## src/rtl/sync_fifo_ctrl_if.sv

```systemverilog
// Stream-side bundle of the FIFO controller: write handshake, read handshake and fill level.
// The controller connects through the slave view; the producer/consumer side uses master.
interface sync_fifo_ctrl_if #(
    parameter int DATA_WIDTH   = 8,
    parameter int LB_RAM_DEPTH = 8
);
    logic [DATA_WIDTH-1:0]   in_data;
    logic                    in_valid;
    logic                    in_ready;
    logic [DATA_WIDTH-1:0]   out_data;
    logic                    out_valid;
    logic                    out_ready;
    logic [LB_RAM_DEPTH:0]   level;

    modport master (
        output in_data, in_valid, out_ready,
        input  in_ready, out_data, out_valid, level
    );

    modport slave (
        input  in_data, in_valid, out_ready,
        output in_ready, out_data, out_valid, level
    );
endinterface

```

## src/rtl/sync_fifo_ctrl.sv

```systemverilog
// Valid/ready FIFO controller driving a registered-input dual-port RAM (port 0 write, port 1 read).
// A 2-entry output buffer hides the RAM read latency so both sides sustain one word per cycle.
module sync_fifo_ctrl #(
    parameter int DATA_WIDTH   = 8,
    parameter int RAM_DEPTH    = 256,
    parameter int LB_RAM_DEPTH = $clog2(RAM_DEPTH)
) (
    input  logic                    clk,
    input  logic                    rst,
    sync_fifo_ctrl_if.slave         bus,
    output logic [DATA_WIDTH-1:0]   ram_din0,
    output logic [LB_RAM_DEPTH-1:0] ram_addr0,
    output logic                    ram_wr_en0,
    output logic [DATA_WIDTH-1:0]   ram_din1,
    output logic [LB_RAM_DEPTH-1:0] ram_addr1,
    output logic                    ram_wr_en1,
    input  logic [DATA_WIDTH-1:0]   ram_dout1
);
    localparam int CW = LB_RAM_DEPTH + 1;
    localparam logic [CW-1:0] RAM_FULL = CW'(RAM_DEPTH);

    logic [LB_RAM_DEPTH-1:0] wr_ptr;
    logic [LB_RAM_DEPTH-1:0] rd_ptr;
    logic [CW-1:0]           ram_count;
    logic [CW-1:0]           ram_count_nxt;
    logic                    inflight;
    logic [1:0]              buf_cnt;
    logic [1:0]              buf_cnt_nxt;
    logic [1:0]              buf_rem;
    logic [DATA_WIDTH-1:0]   buf0;
    logic [DATA_WIDTH-1:0]   buf1;
    logic [DATA_WIDTH-1:0]   buf0_nxt;
    logic [DATA_WIDTH-1:0]   buf1_nxt;
    logic [CW-1:0]           level_q;
    logic                    push;
    logic                    pop;
    logic                    issue;

    assign bus.in_ready  = !rst && (ram_count != RAM_FULL);
    assign bus.out_valid = (buf_cnt != 2'd0);
    assign bus.out_data  = buf0;
    assign bus.level     = level_q;

    assign push = bus.in_valid & bus.in_ready;
    assign pop  = bus.out_valid & bus.out_ready;

    // A read may be issued only if its word will find a free buffer slot on arrival;
    // ram_count is the registered count, so a word pushed this cycle is not yet readable.
    assign issue = (ram_count != '0) &&
                   ((buf_cnt + {1'b0, inflight}) < (2'd2 + {1'b0, pop}));

    assign ram_din0   = bus.in_data;
    assign ram_addr0  = wr_ptr;
    assign ram_wr_en0 = push;
    assign ram_din1   = '0;
    assign ram_addr1  = rd_ptr;
    assign ram_wr_en1 = 1'b0;

    always_comb begin
        buf_rem  = buf_cnt - {1'b0, pop};
        buf0_nxt = pop ? buf1 : buf0;
        buf1_nxt = buf1;
        if (inflight) begin
            if (buf_rem == 2'd0) begin
                buf0_nxt = ram_dout1;
            end else begin
                buf1_nxt = ram_dout1;
            end
        end
        buf_cnt_nxt   = buf_rem + {1'b0, inflight};
        ram_count_nxt = ram_count + CW'(push) - CW'(issue);
    end

    always_ff @(posedge clk) begin
        if (rst) begin
            wr_ptr    <= '0;
            rd_ptr    <= '0;
            ram_count <= '0;
            inflight  <= 1'b0;
            buf_cnt   <= 2'd0;
            buf0      <= '0;
            buf1      <= '0;
            level_q   <= '0;
        end else begin
            if (push) begin
                wr_ptr <= wr_ptr + LB_RAM_DEPTH'(1);
            end
            if (issue) begin
                rd_ptr <= rd_ptr + LB_RAM_DEPTH'(1);
            end
            ram_count <= ram_count_nxt;
            inflight  <= issue;
            buf_cnt   <= buf_cnt_nxt;
            buf0      <= buf0_nxt;
            buf1      <= buf1_nxt;
            level_q   <= ram_count_nxt + CW'(issue) + CW'(buf_cnt_nxt);
        end
    end
endmodule

```

## src/flat_wrapper.sv

```systemverilog
// flat-port wrapper written by rule: the top's interface ports become plain ports
module sync_fifo_ctrl_flat 
#(
    parameter int DATA_WIDTH   = 8,
    parameter int RAM_DEPTH    = 256,
    parameter int LB_RAM_DEPTH = $clog2(RAM_DEPTH)
)
  (clk, rst, ram_din0, ram_addr0, ram_wr_en0, ram_din1, ram_addr1, ram_wr_en1, ram_dout1, bus_in_data, bus_in_valid, bus_out_ready, bus_in_ready, bus_out_data, bus_out_valid, bus_level);
  sync_fifo_ctrl_if #(.DATA_WIDTH(DATA_WIDTH), .LB_RAM_DEPTH(LB_RAM_DEPTH)) bus_i ();
  input  logic clk;
  input  logic rst;
  output logic [DATA_WIDTH-1:0] ram_din0;
  output logic [LB_RAM_DEPTH-1:0] ram_addr0;
  output logic ram_wr_en0;
  output logic [DATA_WIDTH-1:0] ram_din1;
  output logic [LB_RAM_DEPTH-1:0] ram_addr1;
  output logic ram_wr_en1;
  input  logic [DATA_WIDTH-1:0] ram_dout1;
  input wire logic [$bits(bus_i.in_data)-1:0] bus_in_data;
  input wire logic [$bits(bus_i.in_valid)-1:0] bus_in_valid;
  input wire logic [$bits(bus_i.out_ready)-1:0] bus_out_ready;
  output wire logic [$bits(bus_i.in_ready)-1:0] bus_in_ready;
  output wire logic [$bits(bus_i.out_data)-1:0] bus_out_data;
  output wire logic [$bits(bus_i.out_valid)-1:0] bus_out_valid;
  output wire logic [$bits(bus_i.level)-1:0] bus_level;
  assign bus_i.in_data = bus_in_data;
  assign bus_i.in_valid = bus_in_valid;
  assign bus_i.out_ready = bus_out_ready;
  assign bus_in_ready = bus_i.in_ready;
  assign bus_out_data = bus_i.out_data;
  assign bus_out_valid = bus_i.out_valid;
  assign bus_level = bus_i.level;
  sync_fifo_ctrl #(.DATA_WIDTH(DATA_WIDTH), .RAM_DEPTH(RAM_DEPTH), .LB_RAM_DEPTH(LB_RAM_DEPTH)) u_core (.clk(clk), .rst(rst), .bus(bus_i), .ram_din0(ram_din0), .ram_addr0(ram_addr0), .ram_wr_en0(ram_wr_en0), .ram_din1(ram_din1), .ram_addr1(ram_addr1), .ram_wr_en1(ram_wr_en1), .ram_dout1(ram_dout1));
endmodule
```

## config.mk

```make
export PLATFORM = sky130hd
export DESIGN_NAME = sync_fifo_ctrl_flat
export DESIGN_NICKNAME = d
export VERILOG_FILES = /design/src/rtl/sync_fifo_ctrl_if.sv /design/src/rtl/sync_fifo_ctrl.sv /design/src/flat_wrapper.sv
export SDC_FILE = /design/constraint.sdc
export NUM_CORES = 1
export LEC_CHECK = 0
export BUFFER_PORTS_ARGS = -buffer_cell sky130_fd_sc_hd__buf_2
export CORE_MARGIN = 5
export CORE_UTILIZATION = 30
export CTS_BUF_LIST = sky130_fd_sc_hd__clkbuf_2 sky130_fd_sc_hd__clkbuf_4 sky130_fd_sc_hd__clkbuf_8
export CTS_CLUSTER_SIZE = 8
export DETAILED_ROUTE_END_ITERATION = 10
export GPL_TIMING_DRIVEN = 0
export HOLD_SLACK_MARGIN = 0.15
export SYNTH_ARGS = -nofsm -noshare
export SYNTH_HDL_FRONTEND = slang
export SYNTH_SLANG_ARGS = --single-unit
```

## constraint.sdc

```tcl
create_clock -name clk -period 4.15 [get_ports clk]
set_input_delay 0.415 -clock clk [delete_from_list [all_inputs] [get_ports clk]]
set_output_delay 0.415 -clock clk [all_outputs]
set_load 0.02 [all_outputs]
```

==> results.md, run 1 <==
Logic synthesis:
- Sorting the synthesized cells by how often they occur yields sky130_fd_sc_hd__dfxtp_1 (53), sky130_fd_sc_hd__nor2_1 (49), sky130_fd_sc_hd__inv_1 (26).
- The total of flip-flops plus latches after synthesis is 53.
- The async set or reset register ratio after synthesis is 0%.
- Of the synthesized area, sequential elements account for a little under two fifths.
- The count of flip-flops with a built-in enable after synthesis is 0.
- The most frequent cell after synthesis is sky130_fd_sc_hd__dfxtp_1.
- Synthesis produced a little over 300 cells.
- In the post-synthesis netlist, the biggest area contributors are sky130_fd_sc_hd__dfxtp_1 (38%), sky130_fd_sc_hd__ha_1 (8.1%), sky130_fd_sc_hd__nor2_1 (6.6%).
- The fraction of synthesized cell area taken by the top area cell type is 38.18%.
- The cell taking the most area after synthesis is sky130_fd_sc_hd__dfxtp_1.
- Averaged over all synthesized cells, the footprint is roughly 9 µm².
- During synthesis, Yosys emitted a total of 0 warnings.
- The combined area of all synthesized cells is 2779 µm².
- The count of unique library cells instantiated by Yosys is 50.
- In the synthesized netlist the dominant register cell turns out to be sky130_fd_sc_hd__dfxtp_1.

CTS:
- After clock tree synthesis, the clock-pin slew on the worst setup and hold paths is about 0.10 ns.
- The worst-case clock buffer depth is 2.
- CTS built an H-tree with a depth of 2.
- The TritonCTS clock tree is done.
- For the worst-skew pair, the clock arrives at the later sink with an insertion delay of 0.31 ns.
- Counting every sink on the clock net gives between 50 and 60.
- The root cell of the clock tree is sky130_fd_sc_hd__clkbuf_8.
- The clock buffer count from CTS is 5.

Power and ir drop:
- The total power divided by cell area is 918.8 nW/µm².
- Power comes to around 3100 µW.
- In this run the static leakage power is around 0.0016 µW.
- Across the VDD grid, the largest voltage drop is roughly 0.32 mV.

Flow run:
- The tool flagged a number of max-cap violations equal to 0.

Cells and area:
- The area growth from synthesis to layout is 22.38%.
- Across the whole layout, storage elements account for between 1000 and 1500 µm².
- Fill cells in the final layout number 933.
- The share of layout cells above drive strength 1 is between 20% and 30%.
- The post-layout utilization of the core is 37.16%.
- The count of inserted antenna diode cells is 0.
- The post-layout net count is about 420.
- The combined area of the multi-input logic cells is around 1500 µm².

Critical path:
- The required time of the critical path is between 4 and 5 ns.
- Of all nets on the critical path, the largest fanout is 9.
- Data on the critical path arrives at its endpoint at roughly 4.2 ns.
- The critical path is of the reg2reg type.
- The worst setup path is launched from a flop.
- The worst setup path is captured at a flop.

Global routing:
- The via count of the first global-routing pass was about 2.1k.
- The wire length of the first global-routing pass is just over 10,000 µm.
- The number of antenna violations at the first check in global routing was 0.
- Entering global routing, the biggest net connects 17 pins.
- Summed over all layers, the global routing overflow is 0.
- For this run, the total global-route usage over all layers was measured as between 10% and 20%.

STA:
- The number of pins with negative max-slew slack in the final report was 0.
- The final critical delay including setup and external delays is around 4.0 ns.
- After layout, the worst path uses 95.35% of the clock period.
- The worst slew slack as a fraction of its limit is between 50 and 60%.
- Setup violations remaining at the end of the flow were counted as 0.
- Hold is met by ~0.36 ns.
- At the pin with the least slew margin, the transition time is between 0.6 and 0.7 ns.
- Across the routed clock network, the largest skew measured is between 0.008 and 0.009 ns.
- Static timing analysis puts the maximum clock frequency at approximately 250 MHz.
- The number of endpoints with negative hold slack in the final report came to 0.

Route:
- The first-pass iteration count of the detailed router is 6.
- The via count of the routed design is 2,154.
- The mean routed wirelength per cell is 12.71 µm.
- The DRC violations left is 0.
- After detailed routing, the number of vias per cell comes to roughly 4.4.
- The first-iteration detailed-routing DRC count is 90.
- The total wire length after detailed routing is ~6200 µm.
- The number of nets still failing antenna checks after routing is 0.

Outcome:
- The flow ran to the end, and the final reports show no timing, DRC or antenna violations.

Die:
- The chip height is 106.2 µm.
- Pin placement for this block handled 73 I/O pins.
- In this run the core area contains 35 standard-cell rows.
- The effective utilization at floorplan is roughly 30%.
- The core area is slightly above 9000 µm².
- The x dimension of the die is about 110 µm.
- The floorplan step defined a die boundary enclosing between 10,000 and 15,000 µm².

Place:
- Port buffering added 54 buffers.
- The post-detailed-placement half-perimeter wirelength is 4659 µm.
- The last weighted congestion value of the routability-driven placer is 0.7950.

Worst hold path:
- The tightest min-delay check is of the in2reg type.
## critical path: stages (launching register included)
cell and delay (ns):
sky130_fd_sc_hd__dfxtp_1 0.33, sky130_fd_sc_hd__inv_1 0.09, sky130_fd_sc_hd__ha_1 0.15, sky130_fd_sc_hd__and4b_1 0.28, sky130_fd_sc_hd__nand2_1 0.13, sky130_fd_sc_hd__o221ai_4 0.28, sky130_fd_sc_hd__inv_4 0.10, sky130_fd_sc_hd__ha_1 0.28
sky130_fd_sc_hd__inv_1 0.06, sky130_fd_sc_hd__ha_1 0.16, sky130_fd_sc_hd__inv_1 0.06, sky130_fd_sc_hd__fa_1 0.52, sky130_fd_sc_hd__inv_1 0.07, sky130_fd_sc_hd__ha_1 0.26, sky130_fd_sc_hd__and2b_1 0.12, sky130_fd_sc_hd__o21ai_1 0.10
sky130_fd_sc_hd__nor3_2 0.30, sky130_fd_sc_hd__mux2i_1 0.23, sky130_fd_sc_hd__mux2_1 0.34
## stage by stage
stage | worst slack (ns) | cell area (µm²) | cells | TNS, ns
2_1_floorplan | 0.1795 | 2809 | 310 | 0
3_3_place_gp | -0.1865 | 3218 | 475 | -0.1865
3_5_place_dp | -0.1474 | 3218 | 475 | -0.1474
4_1_cts | 0.006539 | 3349 | 483 | 0
5_1_grt | -0.01823 | 3401 | 487 | -0.01823
6_report | 0.1928 | 3401 | 487 | 0
## power breakdown
part           switching (µW)  total [µW]  internal (µW)
sequential               94.5         779            684
combinational            1140        1970            834
clock                     178         375            196
## layout by cell type, fill, tap and decap left out, types with 2 or more instances in the layout
cell / n
sky130_fd_sc_hd__a211oi_1: 9
sky130_fd_sc_hd__a21oi_1: 6
sky130_fd_sc_hd__a31oi_1: 2
sky130_fd_sc_hd__and2_1: 2
sky130_fd_sc_hd__and2b_1: 2
sky130_fd_sc_hd__and3_1: 3
sky130_fd_sc_hd__and4_1: 2
sky130_fd_sc_hd__buf_1: 2
sky130_fd_sc_hd__buf_2: 54
sky130_fd_sc_hd__buf_4: 21
sky130_fd_sc_hd__clkbuf_1: 5
sky130_fd_sc_hd__clkbuf_8: 6
sky130_fd_sc_hd__conb_1: 9
sky130_fd_sc_hd__dfxtp_1: 53
sky130_fd_sc_hd__fa_1: 3
sky130_fd_sc_hd__ha_1: 18
sky130_fd_sc_hd__inv_1: 26
sky130_fd_sc_hd__mux2i_1: 17
sky130_fd_sc_hd__nand2_1: 14
sky130_fd_sc_hd__nand3_1: 3
sky130_fd_sc_hd__nand4_1: 7
sky130_fd_sc_hd__nor2_1: 49
sky130_fd_sc_hd__nor2b_1: 2
sky130_fd_sc_hd__o21ai_0: 5
sky130_fd_sc_hd__o21ai_1: 2
sky130_fd_sc_hd__o311ai_2: 2
sky130_fd_sc_hd__xnor2_1: 12
sky130_fd_sc_hd__xor2_1: 15
## registers in the layout, indices dropped and copies added (netlist names)
name and count:
u_core.buf1 8, u_core.buf_cnt 2, u_core.bus.level 9, u_core.bus.out_data 8, u_core.inflight 1, u_core.ram_addr0 8
u_core.ram_addr1 8, u_core.ram_count 9
## cell families after synthesis
family	synth area share, %
flops	38.18
other cells	0.1349
simple gates	15.80
buf+inv	9.590
xor+xnor	9.095
compound gates	10.40
fa+ha+maj	10.27
mux	6.528
## area by class of cell
cell class	instances	share of cell area, %
Clock inverter	2	1.104
Sequential cell	53	31.20
Inverter	27	3.054
Timing Repair Buffer	58	8.830
Clock buffer	6	2.428
Buffer	25	4.857
Multi-Input combinational cell	205	44.44
Tap cell	111	4.084
## final timing paths
| kind | to | cells past startpoint | slack [ns] | from |
|---|---|---|---|---|
| worst min register to register | u_core.buf1[2]$_SDFFE_PP0P_ | 2 | 0.50 | u_core.buf1[2]$_SDFFE_PP0P_ |
| worst min-delay path | u_core.buf1[4]$_SDFFE_PP0P_ | 3 | 0.36 | ram_dout1[4] |
| worst max register to register | u_core.bus.level[5]$_SDFF_PP0_ | 18 | 0.19 | u_core.ram_count[3]$_SDFF_PP0_ |
| worst max-delay path | u_core.bus.level[5]$_SDFF_PP0_ | 18 | 0.19 | u_core.ram_count[3]$_SDFF_PP0_ |
## routing by layer
metal	global-route usage (%)	wire, µm	vias up
li1	-	-	1132
met1	14.11	2834	986
met2	19.10	3062	30
met3	2.247	217	6
met4	3.330	74	0
met5	0	0	-
## repair_timing
item	CTS	global route
hold buffers	0	0
setup endpoints to repair	1	3
pin swaps	0	3
resized for setup	2	5
buffers inserted	0	4
(Power assumes the default switching activity.)
==> run 2, diff against run 1 <==
--- a/config.mk
+++ b/config.mk
@@ -5,12 +5,14 @@
 export SDC_FILE = /design/constraint.sdc
 export NUM_CORES = 1
 export LEC_CHECK = 0
+export ABC_AREA = 1
 export BUFFER_PORTS_ARGS = -buffer_cell sky130_fd_sc_hd__buf_2
 export CORE_MARGIN = 5
 export CORE_UTILIZATION = 30
 export CTS_BUF_LIST = sky130_fd_sc_hd__clkbuf_2 sky130_fd_sc_hd__clkbuf_4 sky130_fd_sc_hd__clkbuf_8
 export CTS_CLUSTER_SIZE = 8
 export DETAILED_ROUTE_END_ITERATION = 10
+export GPL_ROUTABILITY_DRIVEN = 0
 export GPL_TIMING_DRIVEN = 0
 export HOLD_SLACK_MARGIN = 0.15
 export SYNTH_ARGS = -nofsm -noshare
==> results.md, run 2 <==
Route:
- The via density per instance is 4.339 (-1.9%).
- The total wire length after detailed routing is 6664 µm (+7.7%).
- The top layer used by detailed routing is met4.
- The detailed-route wire length on metal 1 is 3050 µm (+7.6%).
- The first-pass iteration count of the detailed router is 4 (-2).
- The met3 wirelength from detailed routing was 408 µm (+88%).
- The first-iteration detailed-routing DRC count was 83 (-7.8%).
- The mean routed wirelength per cell was 11.09 µm (-13%).
- The DRC violations left was 0 (unchanged).
- The number of nets still failing antenna checks after routing is 0 (unchanged).
- The length of routed met2 wiring was 3083 µm (+0.69%).
- The via count of the routed design was 2,608 (+21%).

Logic synthesis:
- The post-synthesis area per instance is 7.397 µm² (-20%).
- The number of cells produced by synthesis was 398 (+32%).
- The sequential-to-total area share from yosys stat is 36.04% (-2.1 points).
- The count of flip-flops with a built-in enable after synthesis is 0 (unchanged).
- The total of flip-flops plus latches after synthesis is 53 (unchanged).
- The most common cell in the synthesized netlist is sky130_fd_sc_hd__nand2_1.
- The most used flip-flop cell after synthesis is sky130_fd_sc_hd__dfxtp_1.
- Summed over all instances, the cell type with the most area after synthesis is sky130_fd_sc_hd__dfxtp_1.
- By count the netlist is led by sky130_fd_sc_hd__nand2_1 (77), sky130_fd_sc_hd__inv_1 (64), sky130_fd_sc_hd__dfxtp_1 (53).
- The async set or reset register ratio after synthesis is 0% (unchanged).
- Ranked by total cell area, the synthesized netlist is headed by sky130_fd_sc_hd__dfxtp_1 (36%), sky130_fd_sc_hd__nand2_1 (9.8%), sky130_fd_sc_hd__inv_1 (8.2%).
- The combined area of all synthesized cells is 2944 µm² (+5.9%).
- The fraction of synthesized cell area taken by the top area cell type is 36.04% (-2.1 points).
- The count of unique library cells instantiated by Yosys is 36 (-28%).
- The number of warnings printed during yosys synthesis is 0 (unchanged).

Critical path:
- The required time of the critical path was 4.37 ns (+0.02 ns).
- The highest fanout seen on the critical path is 9 (unchanged).
- The worst setup path is captured at a flop.
- The class of the most critical setup path is reg2reg.
- STA classifies the critical path startpoint as a flop.
- The signal arrival time at the worst endpoint came to 3.87 ns (-0.29 ns).

Die:
- The number of placement rows was 36 (+2.9%).
- The chip height was 109.1 µm (+2.7%).
- The boundary pin count is 73 (unchanged).
- The effective utilization at floorplan was 30.40% (+0.038 points).
- The full die area is 11,900 µm² (+5.4%).
- The x dimension of the die is 109.1 µm (+2.7%).
- The core area is 9684 µm² (+5.8%).

CTS:
- The depth of the CTS H-tree is 2 (unchanged).
- The clock transition at the registers of the reported paths came to 0.11 ns (about the same).
- The source-to-sink clock delay at the later pin of the worst-skew pair came to 0.32 ns (about the same).
- The post-CTS repair timing setup buffer count is 0 (unchanged).
- The number of buffers added to fix hold violations after cts is 0 (unchanged).
- The worst-case clock buffer depth is 2 (unchanged).
- The number of sinks driven by the clock tree was 53 (unchanged).
- The TritonCTS clock tree is done.
- The clock buffer count from CTS is 5 (unchanged).
- The number of gates resized after cts is 0 (-2).
- The root cell of the clock tree is sky130_fd_sc_hd__clkbuf_8.

Flow run:
- The count of max-cap constraint violations came to 0 (unchanged).

STA:
- Setup repair after global routing left no endpoint under its margin.
- The number of endpoints with negative hold slack in the final report is 0 (unchanged).
- The number of pins with negative max-slew slack in the final report is 0 (unchanged).
- The number of setup violations in the final report is 0 (unchanged).
- The worst clock skew was 0.01365 ns (+0.005217 ns).
- The worst slew slack as a fraction of its limit is 59.48% (+1.6 points).
- The worst-case hold slack is 0.3727 ns (+0.01323 ns).
- The slew of the pin with the lowest slew margin came to 0.6078 ns (-0.02472 ns).
- The final critical delay including setup and external delays is 3.652 ns (-0.3053 ns).
- The achievable frequency is 273.8 MHz (+8.4%).
- The final-layout setup total negative slack was 0 ns (unchanged).
- The part of the cycle the worst path needs came to 88.00% (-7.4 points).

Power and ir drop:
- The sum of internal, switching and leakage power is 3032 µW (-3.0%).
- The highest ir drop seen on vdd was 0.3104 mV (-2.3%).
- The total power divided by cell area was 864.8 nW/µm² (-5.9%).
- The leakage component of the power came to 0.001760 µW (+8.5%).

Global routing:
- The via count of the first global-routing pass was 2,542 (+21%).
- The wire length of the first global-routing pass came to 11,450 µm (+12%).
- The pin count of the biggest net entering global routing is 19 (+2).
- The overall routing resource usage is 11.85% (+0.70 points).
- The leftover overflow at the end of global routing is 0 (unchanged).
- The number of antenna violations at the first check in global routing came to 0 (unchanged).

Cells and area:
- The count of inserted antenna diode cells is 0 (unchanged).
- The share of layout cells above drive strength 1 was 22.01% (-3.8 points).
- The post-layout net count came to 508 (+22%).
- The most common cell after layout, fill and taps aside is sky130_fd_sc_hd__nand2_1.
- In the layout the commonest cells are sky130_fd_sc_hd__nand2_1 (77), sky130_fd_sc_hd__inv_1 (64), sky130_fd_sc_hd__buf_2 (56).
- Relative to the synthesized area, the layout overhead comes to 19.08%.
- The post-layout utilization of the core is 36.20% (-0.95 points).
- The total of fill cells in the finished design came to 1,032 (+11%).

Outcome:
- The flow ran to the end, and the final reports show no timing, DRC or antenna violations.

Place:
- The count of port buffers added during placement is 54 (unchanged).
- The post-detailed-placement half-perimeter wirelength is 5236 µm (+12%).

Worst hold path:
- The path class of the tightest hold or removal check is in2reg.
run 2: cell types whose count changed after synthesis, sizes merged, moves of 8 or more:
cell	before	now
inv	27	66
o21ai	7	28
a211oi	9	0
xnor2	13	5
xor2	15	3
a21oi	7	25
mux2i	17	0
nand3	3	17
nand2	14	82
run 2: stage by stage:
step           std cells  area, µm²  setup slack, ns
2_1_floorplan        406       2974           0.9173
3_5_place_dp         593       3411           0.4953
6_report             601       3506           0.4981
3_3_place_gp         593       3411           0.4936
4_1_cts              601       3506           0.4559
5_1_grt              601       3506           0.1216
run 2: kinds of logic (layout without fill, tap and decap cells):
kind of cell / Yosys count / in the layout / share of synthesized area (%)
AOI/OAI and AO/OA: 66 / 66 / 13.43
DFF: 53 / 53 / 36.04
buffers and inverters: 93 / 155 / 14.92
xor gates and xnor gates: 8 / 8 / 2.635
and+or+nand+nor: 156 / 156 / 23.16
adders and majority gates: 21 / 21 / 9.690
other: 1 / 9 / 0.1274
run 2: critical path, cell delays in order, from the launching register on:
cell and delay, ns:
sky130_fd_sc_hd__dfxtp_1 0.34, sky130_fd_sc_hd__inv_1 0.08, sky130_fd_sc_hd__ha_1 0.15, sky130_fd_sc_hd__nand2_1 0.07, sky130_fd_sc_hd__nor3_1 0.23, sky130_fd_sc_hd__nand2_1 0.15
sky130_fd_sc_hd__nand2_4 0.18, sky130_fd_sc_hd__inv_6 0.06, sky130_fd_sc_hd__ha_1 0.27, sky130_fd_sc_hd__inv_1 0.06, sky130_fd_sc_hd__ha_1 0.18, sky130_fd_sc_hd__inv_1 0.07
sky130_fd_sc_hd__fa_1 0.52, sky130_fd_sc_hd__inv_1 0.08, sky130_fd_sc_hd__ha_1 0.28, sky130_fd_sc_hd__inv_1 0.06, sky130_fd_sc_hd__nor2_1 0.03, sky130_fd_sc_hd__o21ai_0 0.28
sky130_fd_sc_hd__nor2_1 0.10, sky130_fd_sc_hd__nand2_1 0.13, sky130_fd_sc_hd__nor2_2 0.06, sky130_fd_sc_hd__nand2_1 0.06, sky130_fd_sc_hd__nand2_1 0.04, sky130_fd_sc_hd__nand2_1 0.05
sky130_fd_sc_hd__inv_1 0.03
run 2: cell type report:
cell class	count	area, µm²	area share (%)
buffer	26	182.7	5.211
clock buffer	5	68.82	1.963
inverter	67	256.5	7.316
sequential	53	1061	30.26
timing repair buffer	54	270.3	7.709
multi-input combinational	260	1474	42.04
tap	133	166.4	4.747
clock inverter	3	26.28	0.7495
run 2: per-layer routing:
layer  GRT usage, %  vias up
met1          14.65     1167
li1               -     1371
met4          4.058        0
met3          3.197       11
met5              0        -
met2          19.82       59
run 2: worst paths after layout:
| check | startpoint | end | slack [ns] | cells after the start |
|---|---|---|---|---|
| setup / recovery | u_core.ram_count[7]$_SDFF_PP0_ | u_core.bus.level[7]$_SDFF_PP0_ | 0.50 | 24 |
| hold / removal | ram_dout1[5] | u_core.bus.out_data[5]$_SDFF_PP0_ | 0.37 | 3 |
| setup reg to reg | u_core.ram_count[7]$_SDFF_PP0_ | u_core.bus.level[7]$_SDFF_PP0_ | 0.50 | 24 |
| hold reg to reg | u_core.buf1[7]$_SDFFE_PP0P_ | u_core.buf1[7]$_SDFFE_PP0P_ | 0.45 | 2 |
run 2: power by group:
part           internal [µW]  switching [µW]
registers                703            96.2
logic                    681            1240
clock network            124             188
total                   1510            1520
